===== config.mk =====
export PLATFORM = sky130hd
export DESIGN_NAME = multserial_flat
export DESIGN_NICKNAME = d
export VERILOG_FILES = /design/src/rtl/multserial_if.sv /design/src/rtl/multserial.sv /design/src/flat_wrapper.sv
export SDC_FILE = /design/constraint.sdc
export NUM_CORES = 1
export LEC_CHECK = 0
export CAP_MARGIN = 20
export CORE_ASPECT_RATIO = 0.7
export CORE_MARGIN = 5
export CORE_UTILIZATION = 35
export DETAILED_ROUTE_END_ITERATION = 12
export GPL_TIMING_DRIVEN = 0
export SETUP_SLACK_MARGIN = 0.3
export SYNTH_ARGS = -nofsm -noshare
export SYNTH_HDL_FRONTEND = slang
export SYNTH_SLANG_ARGS = --single-unit

===== constraint.sdc =====
create_clock -name clk -period 6.4 [get_ports clk]
set_input_delay 1.28 -clock clk [delete_from_list [all_inputs] [get_ports clk]]
set_output_delay 1.28 -clock clk [all_outputs]
set_load 0.1 [all_outputs]

===== src/rtl/multserial_if.sv =====
// multserial_if -- operand/result bundle for the serial multiplier.
//   mst   : multiply start, recognized only when high at a rising clk edge
//   msgn  : 1 = signed two's-complement operands, 0 = unsigned
//   a, b  : 32-bit multiplicand / multiplier, sampled on the accepting edge
//   prod  : 64-bit product, meaningful while prodv = 1
//   prodv : product valid
// master drives the request side; slave is the multiplier itself.
interface multserial_if;
    logic        mst;
    logic        msgn;
    logic [31:0] a;
    logic [31:0] b;
    logic [63:0] prod;
    logic        prodv;

    modport master (output mst, msgn, a, b, input  prod, prodv);
    modport slave  (input  mst, msgn, a, b, output prod, prodv);
endinterface


===== src/rtl/multserial.sv =====
// multserial -- sequential 32x32 -> 64 multiplier, radix-2 shift-add,
// one adder reused every cycle. Result appears 33 cycles after the
// accepting edge and is held until the next accepted start.
//   clk : system clock, rising edge
//   rst : asynchronous active-low reset (aborts any operation)
//   bus : multserial_if.slave (mst, msgn, a, b in; prod, prodv out)
module multserial (
    input  logic         clk,
    input  logic         rst,
    multserial_if.slave  bus
);

    localparam logic [1:0] S_IDLE = 2'd0;
    localparam logic [1:0] S_BUSY = 2'd1;
    localparam logic [1:0] S_DONE = 2'd2;

    logic [1:0]  state;
    logic [5:0]  cnt;
    logic [64:0] acc;      // [64:32] running partial sum, [31:0] remaining multiplier bits
    logic [31:0] mcand;
    logic        neg;
    logic [63:0] prod_r;
    logic        prodv_r;

    logic [31:0] a_mag;
    logic [31:0] b_mag;
    logic [32:0] sum;
    logic [63:0] final_val;

    // Magnitudes for signed mode; 0x80000000 maps onto itself, which is
    // exactly the unsigned magnitude of -2^31.
    always_comb begin
        a_mag = (bus.msgn && bus.a[31]) ? (~bus.a + 32'd1) : bus.a;
        b_mag = (bus.msgn && bus.b[31]) ? (~bus.b + 32'd1) : bus.b;
    end

    // Upper half never exceeds 32 bits before the add, so 33 bits hold the carry.
    always_comb begin
        sum       = acc[64:32] + {1'b0, (acc[0] ? mcand : 32'd0)};
        final_val = neg ? (~acc[63:0] + 64'd1) : acc[63:0];
    end

    always_ff @(posedge clk or negedge rst) begin
        if (!rst) begin
            state   <= S_IDLE;
            cnt     <= '0;
            acc     <= '0;
            mcand   <= '0;
            neg     <= 1'b0;
            prod_r  <= '0;
            prodv_r <= 1'b0;
        end else begin
            case (state)
                S_IDLE, S_DONE: begin
                    if (bus.mst) begin
                        mcand   <= a_mag;
                        acc     <= {33'd0, b_mag};
                        neg     <= bus.msgn & (bus.a[31] ^ bus.b[31]);
                        cnt     <= '0;
                        prodv_r <= 1'b0;
                        state   <= S_BUSY;
                    end
                end
                S_BUSY: begin
                    // 32 shift-add iterations, then one edge for sign fix and latch.
                    if (cnt == 6'd32) begin
                        prod_r  <= final_val;
                        prodv_r <= 1'b1;
                        state   <= S_DONE;
                    end else begin
                        acc <= {1'b0, sum, acc[31:1]};
                        cnt <= cnt + 6'd1;
                    end
                end
                default: state <= S_IDLE;
            endcase
        end
    end

    assign bus.prod  = prod_r;
    assign bus.prodv = prodv_r;

endmodule


===== src/flat_wrapper.sv =====
// flat-port wrapper written by rule: the top's interface ports become plain ports
module multserial_flat 
  (clk, rst, bus_mst, bus_msgn, bus_a, bus_b, bus_prod, bus_prodv);
  multserial_if bus_i ();
  input  logic clk;
  input  logic rst;
  input wire logic [$bits(bus_i.mst)-1:0] bus_mst;
  input wire logic [$bits(bus_i.msgn)-1:0] bus_msgn;
  input wire logic [$bits(bus_i.a)-1:0] bus_a;
  input wire logic [$bits(bus_i.b)-1:0] bus_b;
  output wire logic [$bits(bus_i.prod)-1:0] bus_prod;
  output wire logic [$bits(bus_i.prodv)-1:0] bus_prodv;
  assign bus_i.mst = bus_mst;
  assign bus_i.msgn = bus_msgn;
  assign bus_i.a = bus_a;
  assign bus_i.b = bus_b;
  assign bus_prod = bus_i.prod;
  assign bus_prodv = bus_i.prodv;
  multserial u_core (.clk(clk), .rst(rst), .bus(bus_i));
endmodule

# Word level (Yosys, flattened, before mapping)
# Cells that the tools add are included.
totals:
  register_bits: 171
  latch_bits: 0
  mem_bits_rw: 0
  mem_bits_ro: 0
  in_bits: 68
  output_inout_bits: 65
  wordCells: 49
  n_memories: 0
classes:
  n_addsub: 5
  mul: 0
  div: 0
  magnitude_cmp: 0
  eq_ne: 6
  n_shift: 0
  mux: 16
  bitwise_logic: 5
  n_reduce_logical: 10
op_table:
  columns: ["operator", "count"]
  rows:
  - ["65-bit 2-to-1 mux", 2]
  - ["65-bit one-hot mux with 2 select lines", 1]
  - ["32-bit 2-to-1 mux", 3]
  - ["32-bit by 1-bit adder with 32-bit output, second input constant", 2]
  - ["64-bit by 1-bit adder with 64-bit output, second input constant", 1]
  - ["64-bit 2-to-1 mux", 1]
  - ["32-bit inverter", 2]
  - ["64-bit inverter", 1]
  - ["33-bit by 32-bit adder with 33-bit output", 1]
  - ["6-bit 2-to-1 mux", 2]
  - ["6-bit one-hot mux with 2 select lines", 1]
  - ["6-bit by 1-bit adder with 6-bit output, second input constant", 1]
  - ["6-bit equality test, second input constant", 1]
  - ["2-bit AND reduction", 3]
  - ["3-bit AND reduction", 2]
  - ["2-bit 2-to-1 mux", 2]
  - ["2-bit inequality test, second input constant", 2]
  - ["2-bit one-hot mux with 2 select lines", 1]
  - ["2-bit by 1-bit equality test with 1-bit output, second input constant", 1]
  - ["2-bit equality test, second input constant", 1]
  - ["1-bit logical AND", 2]
  - ["2-bit zero test", 1]
  - ["1-bit 2-to-1 mux", 2]
  - ["2-bit by 1-bit inequality test with 1-bit output, second input constant", 1]
  - ["5 further kinds", 5]

# Longest topological paths before layout
# Gate-level depths: netlist (run 1).
logic_depth:
  word_depth: 5
  ltp_mapped: 13
  ltp_nobuf: 11

# Worst setup path after synthesis (run 1)
# Ideal clock, no wire load.
synth_timing:
  path_type: "input -> register"
  startpoint: "input bus_b[13]"
  endpoint: "register u_core.acc[29]"
  setup_time_ns: 0.134
  arrival_time_ns: 3.075
  required_time_ns: 6.266
  setup_slack_ns: 3.191
  stages: 7
  n_path_buf: 0
  cell_sequence: "or4_1 > or3_1 > nor4_2 > a21oi_1 > xor2_1 > mux2i_1 > o21ai_0"
synth_via:
  elab_chain_len: 5
synth_rtl:
  columns: ["item", "line", "source"]
  rows:
  - ["start, declared", "flat_wrapper.sv:10", "input wire logic [$bits(bus_i.b)-1:0] bus_b;"]
  - ["32-bit inverter", "multserial.sv:34", "b_mag = (bus.msgn && bus.b[31]) ? (~bus.b + 32'd1) : bus.b;"]
  - ["32-bit by 1-bit adder with 32-bit output", "multserial.sv:34", null]
  - ["32-bit 2-to-1 mux", "multserial.sv:34", null]
  - ["65-bit 2-to-1 mux", "multserial.sv:55", "if (bus.mst) begin"]
  - ["65-bit one-hot mux with 2 select lines", "multserial.sv:53", "case (state)"]
  - ["end signal, assigned", "multserial.sv:57", "acc <= {33'd0, b_mag};"]
  - ["end signal, assigned", "multserial.sv:71", "acc <= {1'b0, sum, acc[31:1]};"]
  - ["end, declared", "multserial.sv:19", "logic [64:0] acc;"]
# Every way passes these cells. The select of a mux whose other input is x is not followed.
# A chain may end at the register's enable or synchronous reset.

# Final worst setup path (run 1)
layout_timing:
  startpoint: "register u_core.acc[0]"
  endpoint: "register u_core.acc[59]"
layout_via:
  elab_chain_len: 4
layout_rtl:
  columns: ["item", "line", "source"]
  rows:
  - ["32-bit 2-to-1 mux", "multserial.sv:39", "sum = acc[64:32] + {1'b0, (acc[0] ? mcand : 32'd0)};"]
  - ["33-bit by 32-bit adder with 33-bit output", "multserial.sv:39", null]
  - ["65-bit 2-to-1 mux", "multserial.sv:66", "if (cnt == 6'd32) begin"]
  - ["65-bit one-hot mux with 2 select lines", "multserial.sv:53", null]
# Every way passes these cells. The select of a mux whose other input is x is not followed.

==> run summary, run 1 <==
Highest Signal Layer -> met4
GRT Total Usage -> 0.204
footprint of the multi-input gates -> 6590 um^2
reg2reg end -> u_core.acc[59]
remaining antenna violation count after routing -> 0
IO Count -> 133
total clock sinks -> 170
cell count after placement -> 1904
Initial Util -> 0.352
Seq/Total Area, Yosys -> 0.378
Syn-to-layout area delta -> 22.3%
Die W -> 224 um
routed vias/inst -> 5.48
WL met1 -> 19100 um
maximum vdd drop -> 0.360 mV
CTS Buf Count -> 17
FMAX -> 240 MHz
Reg area -> 4250 um^2
Final Hold Viols -> 0
Critical Path Sink -> u_core.acc[59]
share of cells above drive strength 1 -> 0.0404
fin nets -> 1602
ys async rst share -> 1.00
Startpoint Class -> register
Post-synth top flop -> dfrtp_1
largest net degree at the start of global routing -> 115
Worst-path clk slew -> 0.07 ns
initial antenna violation count -> 0
number of setup buffers added after CTS -> 0
CTS H-tree depth -> 4
cell area power density -> 557 nW/um^2
Clock Tree Root -> clkbuf_16
detailed-route via count -> 10.6k
die area -> 35900 um^2
first-pass GRT wire length -> 58400 um
max_cap viols -> 0
total routed wirelength -> 37000 um
CTS Hold Bufs -> 0
WP data arrival -> 4.48 ns
final worst-path cycle share -> 0.652
clock buffer depth -> 2
EDFF count, synth -> 0
wire per inst -> 19.1 um
Die H -> 160 um
# port buffers -> 132
total power -> 7.67 mW
#FFs+latches synth -> 170
met2 WL -> 14200 um
Post-Syn Nets -> 1449
remaining global-route overflow -> 0
most frequent cells in the layout -> 184 x nand2_1, 170 x dfrtp_1, 167 x o21ai_0
syn avg cell area -> 8.38 um^2
Worst Setup SP -> u_core.acc[0]
CP Class -> register to register
metal3 WL -> 3470 um
n_diodes -> 0
fin cells -> 1936
placed cell areas -> 13100 um^2
HP Class -> register to register
max-slew violation count -> 0
CTS tree -> done
vias in the first global route -> 9999
post-CTS resize count -> 0
Hold WS -> 0.475 ns
Synth top area share -> 0.378
unrepaired setup endpoints after global routing -> false
Initial DRC Count -> 1029
Worst-Margin Slew -> 1.18 ns
final setup fails -> 0
post-synth top area cell -> dfrtp_1
Max FO, Critical Path -> 10
later-pin clock latency in the skew report -> 0.44 ns
Critical Path End Type -> register
Core Region -> 32000 um^2
Yosys cell types -> 65
Leakage -> 5.52 nW
mapped cell area -> 11300 um^2
Fin Clk Skew -> 0.0104 ns
Reg2Reg Depth -> 13
drt drc -> 0
hpwl dp -> 29600 um
commonest non-fill, non-tap cell in the layout -> nand2_1
drt pass-1 iters -> 8
slew margin rel. -> 0.213
status -> completed
Final Cell Area -> 13800 um^2
Placer Congestion -> 0.946
Fillers -> 3277
crit path time final -> 4.17 ns
Syn Inst Count -> 1343
CP required -> 6.71 ns
flop-to-flop setup slack -> 2.23 ns
Synth area leaders -> dfrtp_1 38%, o21ai_0 7.4%, xor2_1 6.9%
Syn. warnings -> 0
FF-to-FF Start -> u_core.acc[0]
row count -> 55
## power breakdown
part           switching, mW  internal (mW)  leakage, nW
clock network          0.464          0.637        0.307
logic                   2.97           1.41         3.06
registers              0.630           1.55         2.15
## synth_stat cells, types with 24 or more instances
library cell and instances:
a21oi_1 90, and2_1 35, clkbuf_1 70, dfrtp_1 170, ha_1 37, inv_1 32
nand2_1 184, nand3_1 32, nor2_1 85, nor3_1 32, o21ai_0 167, o31ai_1 24
xnor2_1 56, xor2_1 89
## worst min-delay path by stage
stage,from,to,slack [ns],cells after the start
global route,u_core.mcand[26],u_core.mcand[26],0.50,2
detailed placement,u_core.mcand[17],u_core.mcand[17],0.46,2
finish,u_core.mcand[21],u_core.mcand[21],0.47,2
floorplan,u_core.mcand[0],u_core.mcand[0],0.44,2
CTS,u_core.mcand[17],u_core.mcand[17],0.48,2
global placement,u_core.mcand[17],u_core.mcand[17],0.46,2
## routing by layer
metal | vias up | track usage
met2 | 413 | 0.269
li1 | 5105 | -
met4 | 0 | 0.0293
met5 | - | 0
met1 | 5065 | 0.334
met3 | 20 | 0.0535
## kinds of logic (layout without fill, tap and decap cells)
| logic type | Yosys count | after routing | synth area share |
|---|---|---|---|
| and+or+nand+nor | 473 | 473 | 0.206 |
| muxes | 5 | 5 | 0.00445 |
| xor gates and xnor gates | 145 | 145 | 0.113 |
| buffers and inverters | 109 | 275 | 0.0365 |
| DFF | 170 | 170 | 0.378 |
| AOI/OAI and AO/OA | 403 | 403 | 0.219 |
| adders and majority gates | 38 | 38 | 0.0429 |
## layout make-up
class                      instances  share of cell area
timing repair buffer             134              0.0987
clock inverter                    13              0.0130
tap                              427              0.0388
sequential                       170               0.309
clock buffer                      19              0.0322
buffer                            76              0.0208
multi-input combinational       1064               0.479
inverter                          33             0.00900
## metrics by stage
stage / setup TNS [ns] / worst slack [ns] / util
3_5_place_dp: 0 / 2.33 / 0.411
4_1_cts: 0 / 2.30 / 0.430
5_1_grt: 0 / 1.86 / 0.430
6_report: 0 / 2.23 / 0.430
2_1_floorplan: 0 / 3.19 / -
3_3_place_gp: -516.19 / -3.07 / 0.410
## sequential cells by signal (all words and copies together), names as in the netlist
name              cells
u_core.state          2
u_core.bus.prod      64
u_core.neg            1
u_core.cnt            6
u_core.mcand         32
u_core.bus.prodv      1
u_core.acc           64
## worst max-delay path, cell delays in order, from the launching register on
cell and delay (ns):
dfrtp_1 0.32, clkbuf_1 0.53, clkbuf_1 0.31, and2_1 0.30, ha_1 0.23, inv_1 0.06, fa_1 0.39, nor2b_1 0.18
o211ai_1 0.16, a21oi_1 0.36, o41ai_2 0.20, o41ai_2 0.53, nor2_1 0.09, or3_1 0.37
Power figures use the tool's default switching activity.
==> inputs of run 2 (changes only) <==
==> constraint.sdc (replaced) <==
create_clock -name clk -period 4.3 [get_ports clk]
set_input_delay 0.86 -clock clk [delete_from_list [all_inputs] [get_ports clk]]
set_output_delay 0.86 -clock clk [all_outputs]
set_load 0.1 [all_outputs]
==> run 2 against run 1 <==
  * Worst setup slack lost 1.6 ns
  * Non-clock buffer count is the same
  * Core utilization grew 0.066 points
  * Highest routed layer unchanged
  * Die area is the same
  * Clock power grew 49%
  * Combinational power grew 50%
==> run summary, run 2 (synthesized netlist as in run 1, its figures left out) <==
status -> completed (unchanged)
CTS Hold Bufs -> 0 (unchanged)
Initial DRC Count -> 948 (was 1029)
routed vias/inst -> 5.48 (about the same)
Final Hold Viols -> 0 (unchanged)
Clock Tree Root -> clkbuf_16 (unchanged)
unrepaired setup endpoints after global routing -> false (unchanged)
hpwl dp -> 29600 um (unchanged)
first-pass GRT wire length -> 58400 um (unchanged)
Fin Clk Skew -> 0.0108 ns (was 0.0104 ns)
crit path time final -> 3.68 ns (was 4.17 ns)
clock buffer depth -> 2 (unchanged)
CTS Buf Count -> 17 (unchanged)
CTS H-tree depth -> 4 (unchanged)
remaining antenna violation count after routing -> 0 (unchanged)
Worst-Margin Slew -> 1.01 ns (was 1.18 ns)
row count -> 55 (unchanged)
Syn-to-layout area delta -> 22.5% (was 22.3%)
total routed wirelength -> 37100 um (was 37000 um)
maximum vdd drop -> 0.535 mV (was 0.360 mV)
Die H -> 160 um (unchanged)
slew margin rel. -> 0.327 (was 0.213)
Worst-path clk slew -> 0.07 ns (about the same)
die area -> 35900 um^2 (unchanged)
Layout Utilization -> 0.431 (was 0.430)
fin cells -> 1936 (unchanged)
vias in the first global route -> 9999 (unchanged)
wire per inst -> 19.2 um (was 19.1 um)
n_diodes -> 0 (unchanged)
cell count after placement -> 1904 (unchanged)
final setup fails -> 0 (unchanged)
Final WS setup -> 0.620 ns (was 2.23 ns)
ordered list of cells on the worst path -> clkbuf_2 > clkbuf_1 > and2_1 > ha_1 > a21oi_1 > nor2b_1 > a21oi_2 > o41ai_2 > o41ai_4 > nor4b_1 > or3_1 (was clkbuf_1 > clkbuf_1 > and2_1 > ha_1 > inv_1 > fa_1 > nor2b_1 > o211ai_1 > a21oi_1 > o41ai_2 > o41ai_2 > nor2_1 > or3_1)
# port buffers -> 132 (unchanged)
CP Class -> register to register (unchanged)
max_cap viols -> 0 (unchanged)
cell area power density -> 829 nW/um^2 (was 557 nW/um^2)
Core Region -> 32000 um^2 (unchanged)
fin nets -> 1602 (unchanged)
initial antenna violation count -> 0 (unchanged)
max-slew violation count -> 0 (unchanged)
commonest non-fill, non-tap cell in the layout -> nand2_1 (unchanged)
Initial Util -> 0.352 (unchanged)
HP Class -> input pin to asynchronous set/reset pin (was register to register)
drt drc -> 0 (unchanged)
placed cell areas -> 13100 um^2 (unchanged)
final setup TNS -> 0 ns (unchanged)
drt pass-1 iters -> 7 (was 8)
later-pin clock latency in the skew report -> 0.44 ns (about the same)
Placer Congestion -> 0.946 (unchanged)
FMAX -> 272 MHz (was 240 MHz)
Top delay family on crit path -> compound AO/OA/AOI/OAI gates (unchanged)
GRT Total Usage -> 0.204 (unchanged)
CTS tree -> done (unchanged)
Final Cell Area -> 13800 um^2 (about the same)
most frequent cells in the layout -> 184 x nand2_1, 170 x dfrtp_1, 167 x o21ai_0 (unchanged)
IO Count -> 133 (unchanged)
share of cells above drive strength 1 -> 0.0424 (was 0.0404)
CP Buf/Inv Count -> 2 (was 3)
CP required -> 4.62 ns (was 6.71 ns)
largest net degree at the start of global routing -> 115 (unchanged)
total clock sinks -> 170 (unchanged)
Slowest cell on crit path -> o41ai_2 (was clkbuf_1)
Die W -> 224 um (unchanged)
detailed-route via count -> 10.6k (about the same)
largest stage delay on the critical path -> 0.69 ns (was 0.53 ns)
WP data arrival -> 4.00 ns (was 4.48 ns)
final worst-path cycle share -> 0.856 (was 0.652)
pre-CTS setup slack -> 0.226 ns (was 2.33 ns)
Startpoint Class -> register (unchanged)
Critical Path End Type -> register (unchanged)
Max FO, Critical Path -> 10 (unchanged)
Leakage -> 5.55 nW (was 5.52 nW)
remaining global-route overflow -> 0 (unchanged)
number of setup buffers added after CTS -> 0 (unchanged)
-- run 2: report_power, final --
group,switching [mW],leakage (nW),total [mW],internal [mW]
clock,0.691,0.307,1.64,0.948
sequential,0.930,2.15,3.24,2.31
combinational,4.45,3.09,6.57,2.11
-- run 2: metrics by stage --
stage	total power [mW]	hold WS (ns)
2_1_floorplan	7.68	0.442
3_3_place_gp	9.59	0.458
3_5_place_dp	9.69	0.463
4_1_cts	11.4	0.338
5_1_grt	12.2	0.357
6_report	11.4	0.329
-- run 2: routing by layer --
metal  GRT usage  up-vias  share of wire  wire, um
met1       0.334     5078           0.51     19000
met3      0.0535       20          0.097      3590
li1            -     5104              -         -
met5           0        -              0         0
met2       0.269      404           0.38     14200
met4      0.0293        0         0.0063       232
-- run 2: path summary, 6_finish.rpt --
kind | start | end | slack [ns] | cells after the start
min | rst | u_core.bus.prod[7] | 0.33 | 1
min in group clk | u_core.mcand[17] | u_core.mcand[17] | 0.47 | 2
max reg2reg | u_core.acc[0] | u_core.acc[59] | 0.62 | 11
max in group asynchronous | rst | u_core.mcand[10] | 3.03 | 2
min reg2reg | u_core.mcand[17] | u_core.mcand[17] | 0.47 | 2
max | u_core.acc[0] | u_core.acc[59] | 0.62 | 11
-- run 2: area by class of cell --
cell class,instances,area [um^2]
Clock buffer,19,443
Tap cell,427,534
Fill cell,3278,18200
Clock inverter,13,179
Buffer,76,288
Sequential cell,170,4250
Inverter,33,124
Timing Repair Buffer,134,1360
Multi-Input combinational cell,1064,6610
-- run 2: what timing repair did --
| action | 4_1_cts | 5_1_grt |
|---|---|---|
| setup endpoints to repair | 2 | 5 |
| hold endpoints to repair | 0 | 0 |
| cloned | 0 | 0 |
| resized for setup | 1 | 3 |
-- run 2: worst register-to-register path: cells and delay by family, from the launching register on --
kind,cells,cell delay [ns]
AOI/OAI and AO/OA,4,1.31
and+or+nand+nor,4,1.06
DFF,1,0.32
adders and majority gates,1,0.31
buffers and inverters,2,0.56
